**src/rtl/sprite_match_pkg.sv**
```systemverilog
// sprite_match_pkg -- shared types, default widths and the scanline match function
// Rev 1.0
`default_nettype none

package sprite_match_pkg;

   localparam int DEF_NUM_SPRITES  = 512;
   localparam int DEF_MAX_PER_LINE = 64;
   localparam int DEF_ACTIVE_DEPTH = 128;
   localparam int DEF_Y_W          = 11;
   localparam int DEF_H_W          = 4;
   localparam int DEF_TILE_H_LOG2  = 4;

   localparam int DEF_IDX_W = $clog2(DEF_NUM_SPRITES);
   localparam int DEF_ACT_W = $clog2(DEF_ACTIVE_DEPTH);
   localparam int DEF_ROW_W = DEF_H_W + DEF_TILE_H_LOG2;
   localparam int DEF_CNT_W = $clog2(DEF_MAX_PER_LINE + 1);

   localparam int ENTRY_ID_W  = 16;
   localparam int ENTRY_ROW_W = 16;
   localparam int MATCH_W     = 32;

   typedef enum logic [1:0] {
      ST_IDLE  = 2'd0,
      ST_SCAN  = 2'd1,
      ST_DRAIN = 2'd2
   } state_t;

   typedef struct packed {
      logic [ENTRY_ID_W-1:0]  sprite_id;
      logic [ENTRY_ROW_W-1:0] row;
   } active_entry_t;

   typedef struct packed {
      logic               hit;
      logic [MATCH_W-1:0] row;
   } match_res_t;

   // Wide arithmetic so y + span can never wrap for any legal field widths.
   function automatic match_res_t sprite_match(
      input logic [MATCH_W-1:0] sy,
      input logic [MATCH_W-1:0] y,
      input logic [MATCH_W-1:0] height,
      input int                 tile_log2,
      input logic               flip
   );
      logic [MATCH_W-1:0] span;
      logic [MATCH_W-1:0] row;
      match_res_t         res;
      span    = height << tile_log2;
      res.hit = (height != '0) && (sy >= y) && (sy < (y + span));
      row     = sy - y;
      res.row = flip ? (span - 32'd1 - row) : row;
      return res;
   endfunction

endpackage

`default_nettype wire

```
**src/rtl/sprite_line_matcher_if.sv**
```systemverilog
// sprite_line_matcher_if -- indexed read port of the line N+1 active list
// Rev 1.0
`default_nettype none

interface sprite_line_matcher_if
   import sprite_match_pkg::*;
#(
   parameter int ACT_W = DEF_ACT_W,
   parameter int IDX_W = DEF_IDX_W,
   parameter int ROW_W = DEF_ROW_W,
   parameter int CNT_W = DEF_CNT_W
);
   logic [ACT_W-1:0] rd_index;
   logic             rd_valid;
   logic [IDX_W-1:0] rd_sprite;
   logic [ROW_W-1:0] rd_row;
   logic [CNT_W-1:0] rd_count;
   logic             rd_overflow;
   logic             rd_incomplete;

   modport master (
      output rd_index,
      input  rd_valid, rd_sprite, rd_row, rd_count, rd_overflow, rd_incomplete
   );

   modport slave (
      input  rd_index,
      output rd_valid, rd_sprite, rd_row, rd_count, rd_overflow, rd_incomplete
   );
endinterface

`default_nettype wire

```
**src/rtl/active_ring_ram.sv**
```systemverilog
// active_ring_ram -- simple dual-port RAM, one write and one registered read port
// Rev 1.0
`default_nettype none

module active_ring_ram #(
   parameter  int DEPTH  = 128,
   parameter  int WIDTH  = 32,
   localparam int ADDR_W = $clog2(DEPTH)
) (
   input  logic              clk,
   input  logic              rst_n,
   input  logic              we,
   input  logic [ADDR_W-1:0] waddr,
   input  logic [WIDTH-1:0]  wdata,
   input  logic [ADDR_W-1:0] raddr,
   output logic [WIDTH-1:0]  rdata
);
   logic [WIDTH-1:0] mem [DEPTH];

   always_ff @(posedge clk) begin
      if (we) begin
         mem[waddr] <= wdata;
      end
   end

   // Output register reset maps onto the block-RAM output latch reset.
   always_ff @(posedge clk) begin
      if (!rst_n) begin
         rdata <= '0;
      end else begin
         rdata <= mem[raddr];
      end
   end
endmodule

`default_nettype wire

```
**src/rtl/sprite_line_matcher.sv**
```systemverilog
// sprite_line_matcher -- per-line attribute scan into a ring-buffered active list
// Rev 1.0
`default_nettype none

module sprite_line_matcher
   import sprite_match_pkg::*;
#(
   parameter  int NUM_SPRITES  = DEF_NUM_SPRITES,
   parameter  int MAX_PER_LINE = DEF_MAX_PER_LINE,
   parameter  int ACTIVE_DEPTH = DEF_ACTIVE_DEPTH,
   parameter  int Y_W          = DEF_Y_W,
   parameter  int H_W          = DEF_H_W,
   parameter  int TILE_H_LOG2  = DEF_TILE_H_LOG2,
   localparam int IDX_W        = $clog2(NUM_SPRITES),
   localparam int ACT_W        = $clog2(ACTIVE_DEPTH),
   localparam int ROW_W        = H_W + TILE_H_LOG2,
   localparam int CNT_W        = $clog2(MAX_PER_LINE + 1)
) (
   input  logic             clk_draw,
   input  logic             rst_draw_n,
   input  logic             enable,
   input  logic             line,
   input  logic [Y_W-1:0]   sy_plus2,
   output logic [IDX_W-1:0] attr_index,
   input  logic [Y_W-1:0]   attr_y,
   input  logic [H_W-1:0]   attr_height,
   input  logic             attr_y_flip,
   output logic             scan_busy,
   sprite_line_matcher_if.slave rd
);
   localparam logic [IDX_W-1:0] LAST_IDX = IDX_W'(NUM_SPRITES - 1);
   localparam logic [CNT_W-1:0] MAX_CNT  = CNT_W'(MAX_PER_LINE);
   localparam int               CMP_W    = (ACT_W > CNT_W) ? ACT_W : CNT_W;

   if ((ACTIVE_DEPTH < 2 * MAX_PER_LINE) || ((ACTIVE_DEPTH & (ACTIVE_DEPTH - 1)) != 0) ||
       (NUM_SPRITES < 2) || (MAX_PER_LINE < 1) || (IDX_W > ENTRY_ID_W) ||
       (ROW_W > ENTRY_ROW_W) || (Y_W + ROW_W + 1 > MATCH_W)) begin : g_bad_params
      $error("sprite_line_matcher: illegal parameter combination");
   end

   state_t           state;
   state_t           state_nxt;
   logic [Y_W-1:0]   sy;
   logic             eval_valid;
   logic [IDX_W-1:0] eval_id;
   logic [ACT_W-1:0] wr_ptr;
   logic [ACT_W-1:0] p1_start;
   logic [ACT_W-1:0] p2_start;
   logic [ACT_W-1:0] rd_addr;
   logic [CNT_W-1:0] p2_count;
   logic             p2_overflow;
   match_res_t       mres;
   logic             hit;
   logic             room;
   logic             accept;
   logic             drop;
   logic             wr_en;
   logic [ROW_W-1:0] row;
   active_entry_t    wr_entry;
   active_entry_t    rd_entry;
   logic             unused_hi;

   always_ff @(posedge clk_draw) begin
      if (!rst_draw_n) begin
         state <= ST_IDLE;
      end else begin
         state <= state_nxt;
      end
   end

   always_comb begin
      state_nxt = state;
      case (state)
         ST_IDLE:  state_nxt = ST_IDLE;
         ST_SCAN:  if (attr_index == LAST_IDX) state_nxt = ST_DRAIN;
         ST_DRAIN: state_nxt = ST_IDLE;
         default:  state_nxt = ST_IDLE;
      endcase
      if (line) begin
         state_nxt = ST_SCAN;
      end
   end

   assign scan_busy = (state != ST_IDLE);

   // Data returned in a line cycle belongs to the old scan, so eval_valid drops.
   always_ff @(posedge clk_draw) begin
      if (!rst_draw_n) begin
         sy         <= '0;
         attr_index <= '0;
         eval_valid <= 1'b0;
         eval_id    <= '0;
      end else begin
         eval_valid <= (state == ST_SCAN) && !line;
         eval_id    <= attr_index;
         if (line) begin
            sy         <= sy_plus2;
            attr_index <= '0;
         end else if ((state == ST_SCAN) && (attr_index != LAST_IDX)) begin
            attr_index <= attr_index + IDX_W'(1);
         end
      end
   end

   assign mres   = sprite_match(MATCH_W'(sy), MATCH_W'(attr_y), MATCH_W'(attr_height),
                                TILE_H_LOG2, attr_y_flip);
   assign row    = mres.row[ROW_W-1:0];
   assign hit    = enable & eval_valid & mres.hit & ~line;
   assign room   = (p2_count < MAX_CNT);
   assign accept = hit & room;
   assign drop   = hit & ~room;
   assign wr_en  = accept & rst_draw_n;

   always_comb begin
      wr_entry           = '0;
      wr_entry.sprite_id = ENTRY_ID_W'(eval_id);
      wr_entry.row       = ENTRY_ROW_W'(row);
   end

   always_ff @(posedge clk_draw) begin
      if (!rst_draw_n) begin
         wr_ptr           <= '0;
         p1_start         <= '0;
         p2_start         <= '0;
         p2_count         <= '0;
         p2_overflow      <= 1'b0;
         rd.rd_count      <= '0;
         rd.rd_overflow   <= 1'b0;
         rd.rd_incomplete <= 1'b0;
      end else if (line) begin
         p1_start         <= p2_start;
         p2_start         <= wr_ptr;
         rd.rd_count      <= p2_count;
         rd.rd_overflow   <= p2_overflow;
         rd.rd_incomplete <= (state != ST_IDLE);
         p2_count         <= '0;
         p2_overflow      <= 1'b0;
      end else begin
         if (accept) begin
            wr_ptr   <= wr_ptr + ACT_W'(1);
            p2_count <= p2_count + CNT_W'(1);
         end
         if (drop) begin
            p2_overflow <= 1'b1;
         end
      end
   end

   assign rd_addr = p1_start + rd.rd_index;

   always_ff @(posedge clk_draw) begin
      if (!rst_draw_n || line) begin
         rd.rd_valid <= 1'b0;
      end else begin
         rd.rd_valid <= (CMP_W'(rd.rd_index) < CMP_W'(rd.rd_count));
      end
   end

   active_ring_ram #(
      .DEPTH (ACTIVE_DEPTH),
      .WIDTH ($bits(active_entry_t))
   ) u_ring (
      .clk   (clk_draw),
      .rst_n (rst_draw_n),
      .we    (wr_en),
      .waddr (wr_ptr),
      .wdata (wr_entry),
      .raddr (rd_addr),
      .rdata (rd_entry)
   );

   assign rd.rd_sprite = rd_entry.sprite_id[IDX_W-1:0];
   assign rd.rd_row    = rd_entry.row[ROW_W-1:0];
   assign unused_hi    = ^{mres.row >> ROW_W, rd_entry.sprite_id >> IDX_W, rd_entry.row >> ROW_W};
endmodule

`default_nettype wire
```
**src/flat_wrapper.sv**
```systemverilog
// flat-port wrapper written by rule: the top's interface ports become plain ports
module sprite_line_matcher_flat import sprite_match_pkg::*;
#(
   parameter  int NUM_SPRITES  = DEF_NUM_SPRITES,
   parameter  int MAX_PER_LINE = DEF_MAX_PER_LINE,
   parameter  int ACTIVE_DEPTH = DEF_ACTIVE_DEPTH,
   parameter  int Y_W          = DEF_Y_W,
   parameter  int H_W          = DEF_H_W,
   parameter  int TILE_H_LOG2  = DEF_TILE_H_LOG2,
   localparam int IDX_W        = $clog2(NUM_SPRITES),
   localparam int ACT_W        = $clog2(ACTIVE_DEPTH),
   localparam int ROW_W        = H_W + TILE_H_LOG2,
   localparam int CNT_W        = $clog2(MAX_PER_LINE + 1)
)
  (clk_draw, rst_draw_n, enable, line, sy_plus2, attr_index, attr_y, attr_height, attr_y_flip, scan_busy, rd_rd_index, rd_rd_valid, rd_rd_sprite, rd_rd_row, rd_rd_count, rd_rd_overflow, rd_rd_incomplete);
  sprite_line_matcher_if rd_i ();
  input  logic clk_draw;
  input  logic rst_draw_n;
  input  logic enable;
  input  logic line;
  input  logic [Y_W-1:0] sy_plus2;
  output logic [IDX_W-1:0] attr_index;
  input  logic [Y_W-1:0] attr_y;
  input  logic [H_W-1:0] attr_height;
  input  logic attr_y_flip;
  output logic scan_busy;
  input wire logic [$bits(rd_i.rd_index)-1:0] rd_rd_index;
  output wire logic [$bits(rd_i.rd_valid)-1:0] rd_rd_valid;
  output wire logic [$bits(rd_i.rd_sprite)-1:0] rd_rd_sprite;
  output wire logic [$bits(rd_i.rd_row)-1:0] rd_rd_row;
  output wire logic [$bits(rd_i.rd_count)-1:0] rd_rd_count;
  output wire logic [$bits(rd_i.rd_overflow)-1:0] rd_rd_overflow;
  output wire logic [$bits(rd_i.rd_incomplete)-1:0] rd_rd_incomplete;
  assign rd_i.rd_index = rd_rd_index;
  assign rd_rd_valid = rd_i.rd_valid;
  assign rd_rd_sprite = rd_i.rd_sprite;
  assign rd_rd_row = rd_i.rd_row;
  assign rd_rd_count = rd_i.rd_count;
  assign rd_rd_overflow = rd_i.rd_overflow;
  assign rd_rd_incomplete = rd_i.rd_incomplete;
  sprite_line_matcher #(.NUM_SPRITES(NUM_SPRITES), .MAX_PER_LINE(MAX_PER_LINE), .ACTIVE_DEPTH(ACTIVE_DEPTH), .Y_W(Y_W), .H_W(H_W), .TILE_H_LOG2(TILE_H_LOG2)) u_core (.clk_draw(clk_draw), .rst_draw_n(rst_draw_n), .enable(enable), .line(line), .sy_plus2(sy_plus2), .attr_index(attr_index), .attr_y(attr_y), .attr_height(attr_height), .attr_y_flip(attr_y_flip), .scan_busy(scan_busy), .rd(rd_i));
endmodule
```
**config.mk**
```make
export PLATFORM = sky130hd
export DESIGN_NAME = sprite_line_matcher_flat
export DESIGN_NICKNAME = d
export VERILOG_FILES = /design/src/rtl/sprite_match_pkg.sv /design/src/rtl/sprite_line_matcher_if.sv /design/src/rtl/active_ring_ram.sv /design/src/rtl/sprite_line_matcher.sv /design/src/flat_wrapper.sv
export SDC_FILE = /design/constraint.sdc
export NUM_CORES = 2
export LEC_CHECK = 0
export CAP_MARGIN = 20
export CORE_UTILIZATION = 55
export DETAILED_ROUTE_END_ITERATION = 6
export GPL_TIMING_DRIVEN = 0
export PLACE_DENSITY = 0.67
export SLEW_MARGIN = 15
export SYNTH_ARGS = -nofsm -noshare
export SYNTH_HDL_FRONTEND = slang
export SYNTH_SLANG_ARGS = --single-unit
```
**constraint.sdc**
```tcl
create_clock -name clk_draw -period 21 [get_ports clk_draw]
set_input_delay 6.3 -clock clk_draw [delete_from_list [all_inputs] [get_ports clk_draw]]
set_output_delay 6.3 -clock clk_draw [all_outputs]
set_load 0.02 [all_outputs]
```
After elaboration in Yosys (flattened, before gate mapping)
Memory sizes are Yosys's and may differ from the RTL's. A register that Yosys moved wholly into a read port is not among the register bits.
Cells that the tools add are included.

word-level totals
  output and inout bits = 37
  register bits = 71
  bits in writable memories = 2176
  memories = 1
  input port bits = 38

memory list
  name               depth  width  read ports  clocked after Yosys merged registers in  write ports  RTL line               source
  u_core.u_ring.mem  128    17     1           1                                        1            active_ring_ram.sv:18  logic [WIDTH-1:0] mem [DEPTH];

operators by class
  magnitude comparators = 4
  mux-type cells = 6
  bitwise logic cells = 10
  add/subtract/negate cells = 8
  equal/unequal tests = 4
  reduce and logical (&&, ||, !) cells = 13

operators with widths
  operator                                                                 number
  8-bit subtractor                                                         2
  7-bit by 1-bit adder with 7-bit output, second input constant            2
  11-bit by 8-bit adder with 12-bit output                                 1
  11-bit by 12-bit < comparator with 1-bit output                          1
  11-bit >= comparator                                                     1
  9-bit by 1-bit adder with 9-bit output, second input constant            1
  9-bit equality test, second input constant                               1
  9-bit inequality test, second input constant                             1
  8-bit 2-to-1 mux                                                         1
  8-bit by 1-bit subtractor with 8-bit output, second input constant       1
  7-bit adder                                                              1
  7-bit < comparator                                                       1
  7-bit < comparator, second input constant                                1
  1-bit bitwise AND                                                        6
  1-bit 2-to-1 mux                                                         5
  1-bit logical AND                                                        4
  1-bit NOT                                                                4
  4-bit nonzero test                                                       1
  1-bit logical NOT                                                        3
  3-bit by 2-bit inequality test with 1-bit output, second input constant  1
  3-bit OR reduction                                                       1
  2-bit by 1-bit equality test with 1-bit output, second input constant    1
  2-bit AND reduction                                                      1
  2-bit nonzero test                                                       1
  other kinds (2)                                                          2

Longest topological paths before layout
  word-level depth = 9
  gate-level depth with buffers = 16
  depth with buffers taken out = 15

By module
From an unflattened synthesis, not the netlist that was laid out.

unflattened totals
  cells, all modules = 8207
  area, all modules = 162497.1 sq um

by module, submodules not included
  module               cells an instance  instances  area an instance (sq um)  sequential area each (sq um)
  active_ring_ram      7763               1          158542.1                  123638.6
  sprite_line_matcher  444                1          3955.0                    1421.4

Least setup slack after synthesis
No wires, ideal clock.

  path kind = input -> register
  from = input attr_y[0]
  to = memory u_core.u_ring.mem[0][6] in the netlist's numbering (data pin)
  setup slack = 7.220 ns
  data arrival time = 12.584 ns
  library setup time = 1.197 ns
  required time = 19.803 ns
  cell stages on the path = 9
  buffers on the path = 0
  cell sequence = ha_1 inv_1 fa_1 a21o_1 a21oi_2 o21bai_1 a21oi_1 xor2_1 o21ai_0

RTL lines
  element          RTL line               source
  start, declared  flat_wrapper.sv:23     input logic [Y_W-1:0] attr_y;
  end, declared    active_ring_ram.sv:18

Worst setup path in the final report
  from = input attr_height[0]
  to = memory u_core.u_ring.mem[72][11] in the netlist's numbering, enable pin

on the way
  longest elaborated chain between the ends = 9

ends and longest elaborated chain
  element                                                                                      RTL line                    source
  start, declared                                                                              flat_wrapper.sv:24          input logic [H_W-1:0] attr_height;
  11-bit by 8-bit adder with 12-bit output / 4-bit nonzero test (equally long branches)        sprite_match_pkg.sv:51      res.hit = (height != '0) && (sy >= y) && (sy < (y + span));
  11-bit by 12-bit < comparator with 1-bit output / 1-bit logical AND (equally long branches)  sprite_match_pkg.sv:51
  1-bit logical AND *                                                                          sprite_match_pkg.sv:51
  1-bit bitwise AND * (2 in a row)                                                             sprite_line_matcher.sv:108  assign hit = enable & eval_valid & mres.hit & ~line;
  1-bit bitwise AND *                                                                          sprite_line_matcher.sv:110  assign accept = hit & room;
  1-bit bitwise AND *                                                                          sprite_line_matcher.sv:112  assign wr_en = accept & rst_draw_n;
  1-bit 2-to-1 mux *                                                                           active_ring_ram.sv:21       if (we) begin
  1-bit 2-to-1 mux (implied by the code) *                                                     active_ring_ram.sv:22       mem[waddr] <= wdata;

Mark *: on every way between the ends. The rest lies on a longest branch, timed or not.

==> impl_results.rst <==
.. list-table::
   :header-rows: 1

   * - Metric
     - Value
   * - Most common cell after layout, fill and taps aside
     - sky130_fd_sc_hd__edfxtp_1
   * - Area leader, netlist
     - sky130_fd_sc_hd__edfxtp_1
   * - CP Class
     - in2reg
   * - Maximum number of pins on one net before global-route repair
     - 93
   * - All-layer global routing usage
     - roughly 28%
   * - Result of the run
     - complete, no violations
   * - Relative slew slack
     - 20.3%
   * - Number of synthesized flops with an enable pin
     - 2176
   * - Total Negative Setup Slacks
     - 0 ns
   * - Power density over the cells
     - roughly 95 nW/um^2
   * - # hold bufs at CTS
     - 0
   * - Syn Inst Count
     - approximately 3900
   * - Remaining routing DRC violations
     - 0
   * - Type of the tightest min-delay check
     - reg2reg
   * - Detailed-routing iteration count for the pre-antenna-repair pass
     - 6
   * - CTS Buf Count
     - around 220
   * - Root cell of the clock tree
     - sky130_fd_sc_hd__clkbuf_16
   * - Period utilisation layout
     - a little over half
   * - Minimum period implied by the final worst setup slack
     - 11.50 ns
   * - Portion of the post-synthesis area used by sequential elements
     - 76.4%
   * - Register bit count reported by yosys
     - roughly 2300
   * - Post-CTS resize count
     - 0
   * - Critical path endpoint category
     - register
   * - Growth of design area from synthesis to finish
     - 14.9%
   * - Overall power
     - between 9 and 10 mW
   * - Antenna violations before repair
     - 5
   * - Number of H-tree branching levels
     - 4
   * - Hold WS
     - 0.473 ns
   * - Placed cell area
     - 94000 um^2
   * - Share of the synthesized area in the top cell type
     - around three quarters
   * - Drt total wl
     - ~230000 um
   * - Number of synthesis warnings
     - 0
   * - Die area
     - around 160000 um^2
   * - Clk sink count
     - approximately 2300
   * - Final HPWL DP
     - approximately 150000 um
   * - Detailed Route Iter0 Violations
     - 6336
   * - Via count of the first global-routing pass
     - between 40000 and 50000
   * - Final Skew
     - 0.0284 ns
   * - Final cell area excluding filler cells
     - around 100000 um^2
   * - Number of buffers inserted to repair setup after CTS
     - 0
   * - Die boundary width
     - between 400 and 500 um
   * - Worst Max-Slew Pin Slew
     - around 1.2 ns
   * - Layout Utilization
     - between 60% and 70%
   * - Crit path cell chain
     - clkdlybuf4s50_1 -> ha_1 -> fa_1 -> a21o_1 -> a21oi_1 -> nor2_1 -> xnor2_1 -> ha_1 -> or3_1 -> a221oi_4 -> o21ai_2 -> nor2_1 -> buf_4 -> nand3_1 -> buf_2 -> nor2_2 -> buf_8
   * - Req. time, crit path
     - ~22 ns
   * - Num ports
     - 75
   * - Minimum setup slack in the final design
     - approximately 9.5 ns
   * - Total overflow reported by the global router
     - 0
   * - Number of placed instances, taps included
     - around 6200
   * - Delay contributed by the slowest stage of the critical path
     - about 0.80 ns
   * - Nets
     - 4384
   * - Most area-consuming cells after synthesis
     - sky130_fd_sc_hd__edfxtp_1, sky130_fd_sc_hd__mux4_2, sky130_fd_sc_hd__dfxtp_1, sky130_fd_sc_hd__nor2_1, sky130_fd_sc_hd__mux2i_1
   * - Setup slack at placement
     - about 8.8 ns
   * - Max-cap check violation count
     - 0
   * - Buf+Inv Stages, Crit Path
     - 4
   * - Drt wl/cell
     - about 35 um
   * - Overall via count from detail_route
     - roughly 43000
   * - Remaining number of nets flagged by the antenna check after routing
     - 0
   * - CP max stage cell
     - sky130_fd_sc_hd__nand3_1
   * - Starting utilization of the core area
     - 55.4%
   * - Async set-or-reset flop fraction in the synthesized netlist
     - 0%
   * - Average footprint of a synthesized cell
     - around 23 um^2
   * - First-pass GRT wire length
     - ~320000 um
   * - Number of I/O port buffers
     - between 70 and 80
   * - Final cell count without fillers
     - between 6000 and 7000
   * - Final slew viol count
     - 0
   * - Core box area
     - 159000 um^2
   * - Number of failing setup endpoints in the final timing report
     - 0
   * - Dominant synthesized flop cell
     - sky130_fd_sc_hd__edfxtp_1
   * - Clock slew at reported path FFs
     - 0.06 ns
   * - Post-Synthesis Net Count
     - approximately 4000
   * - Proportion of layout cells with a drive suffix above 1
     - 31.8%
   * - Maximum resistive drop on vdd
     - 0.0941 mV
   * - Post-synth design cell area
     - between 80000 and 90000 um^2
   * - Count of different cell masters after synthesis
     - 64
   * - Clock latency on the worst-skew pair
     - approximately 0.85 ns
   * - Routed vias/inst
     - ~6.6
   * - Cell leakage power
     - just over 30 nW
   * - Buffers from clock root to sink, at most
     - 3
   * - Leading cell types in the layout, fill and taps excluded
     - sky130_fd_sc_hd__edfxtp_1, sky130_fd_sc_hd__mux4_2, sky130_fd_sc_hd__clkbuf_16
   * - Die Height
     - around 400 um
   * - Family of cells with the greatest summed delay on the critical path
     - simple AND/OR/NAND/NOR gates
   * - Clock tree from TritonCTS
     - built
   * - Final Hold Vio Count
     - 0
   * - Arrival time at the worst endpoint
     - 12.05 ns
   * - Row count
     - about 150
   * - Maximum clock frequency
     - 87.0 MHz
   * - Final weighted congestion of routability-driven global placement
     - around 0.91
   * - RSZ-0062 raised after global routing
     - no
   * - Critical Path Fanout Max
     - 10
   * - Critical Path Source Type
     - input port
==> cell families (layout without fill, tap and decap cells) <==
group | after synthesis | after routing | synth area share (%)
and+or+nand+nor | 467 | 467 | 2.38
muxes | 732 | 732 | 17.9
other | 0 | 3 | 0
DFF | 2264 | 2264 | 76.4
xor gates and xnor gates | 35 | 35 | 0.396
buffers and inverters | 236 | 831 | 1.40
adders and majority gates | 45 | 45 | 0.675
AOI/OAI and AO/OA | 106 | 106 | 0.870
==> report_power, final <==
group / internal (mW) / switching, mW
Combinational: 0.244 / 0.425
Sequential: 5.05 / 0.00375
Clock: 2.18 / 1.67
Total: 7.47 / 2.10
==> synth_stat cells, drive strengths merged (6+ instances only) <==
cell / instances
mux2i: 59
edfxtp: 2176
ha: 41
xnor2: 24
nor3: 9
nor2: 195
nand4: 8
nand2b: 7
clkbuf: 36
and2: 28
o21ai: 19
a211oi: 27
nand2: 113
xor2: 11
buf: 169
inv: 31
a21oi: 22
a21o: 12
mux4: 672
dfxtp: 88
nand3: 70
or3: 6
nor2b: 9
==> layer usage <==
metal  global-route usage [%]  wire length, um  vias to the layer above
met5                        0               57                        -
met4                     8.97             7560                        2
met3                     6.67            23400                      358
met2                     42.9           105000                     2417
met1                     41.8            90800                    23100
li1                         -                -                    17186
==> state kept, by name, summed over array words and instances (netlist names), 2 cells and up <==
name	cells
u_core.u_ring.mem	2176
u_core.u_ring.rdata	17
u_core.sy	11
u_core.attr_index	9
u_core.eval_id	9
u_core.p1_start	7
u_core.p2_count	7
u_core.p2_start	7
u_core.rd.rd_count	7
u_core.wr_ptr	7
u_core.state	2
==> layout make-up <==
type                    count  area (um^2)
clock inverters           132         1210
diodes                      3         7.51
plain buffers             205         1110
clock buffers             267         5730
flip-flops and latches   2264        67100
fillers                 10401        57600
repair buffers            196         2730
multi-input cells        1385        20300
inverters                  31          116
well taps                2072         2590
==> worst paths after layout <==
check	cells past startpoint	end	slack [ns]	from
worst max-delay path	17	u_core.u_ring.mem[72][11]	9.50	attr_height[0]
worst min-delay path	1	u_core.p2_overflow	0.47	u_core.p2_overflow
worst max register to register	15	u_core.u_ring.mem[72][11]	15.82	u_core.sy[0]
worst min register to register	1	u_core.p2_overflow	0.47	u_core.p2_overflow
==> worst reg2reg max path, delay by kind of cell (launching register included) <==
family | cells | cell delay, ns
AOI/OAI and AO/OA | 5 | 1.15
adders and majority gates | 2 | 0.58
buffers and inverters | 5 | 1.22
DFF | 1 | 0.31
and+or+nand+nor | 3 | 1.63
Note: power is estimated with default switching activity, not from simulation.
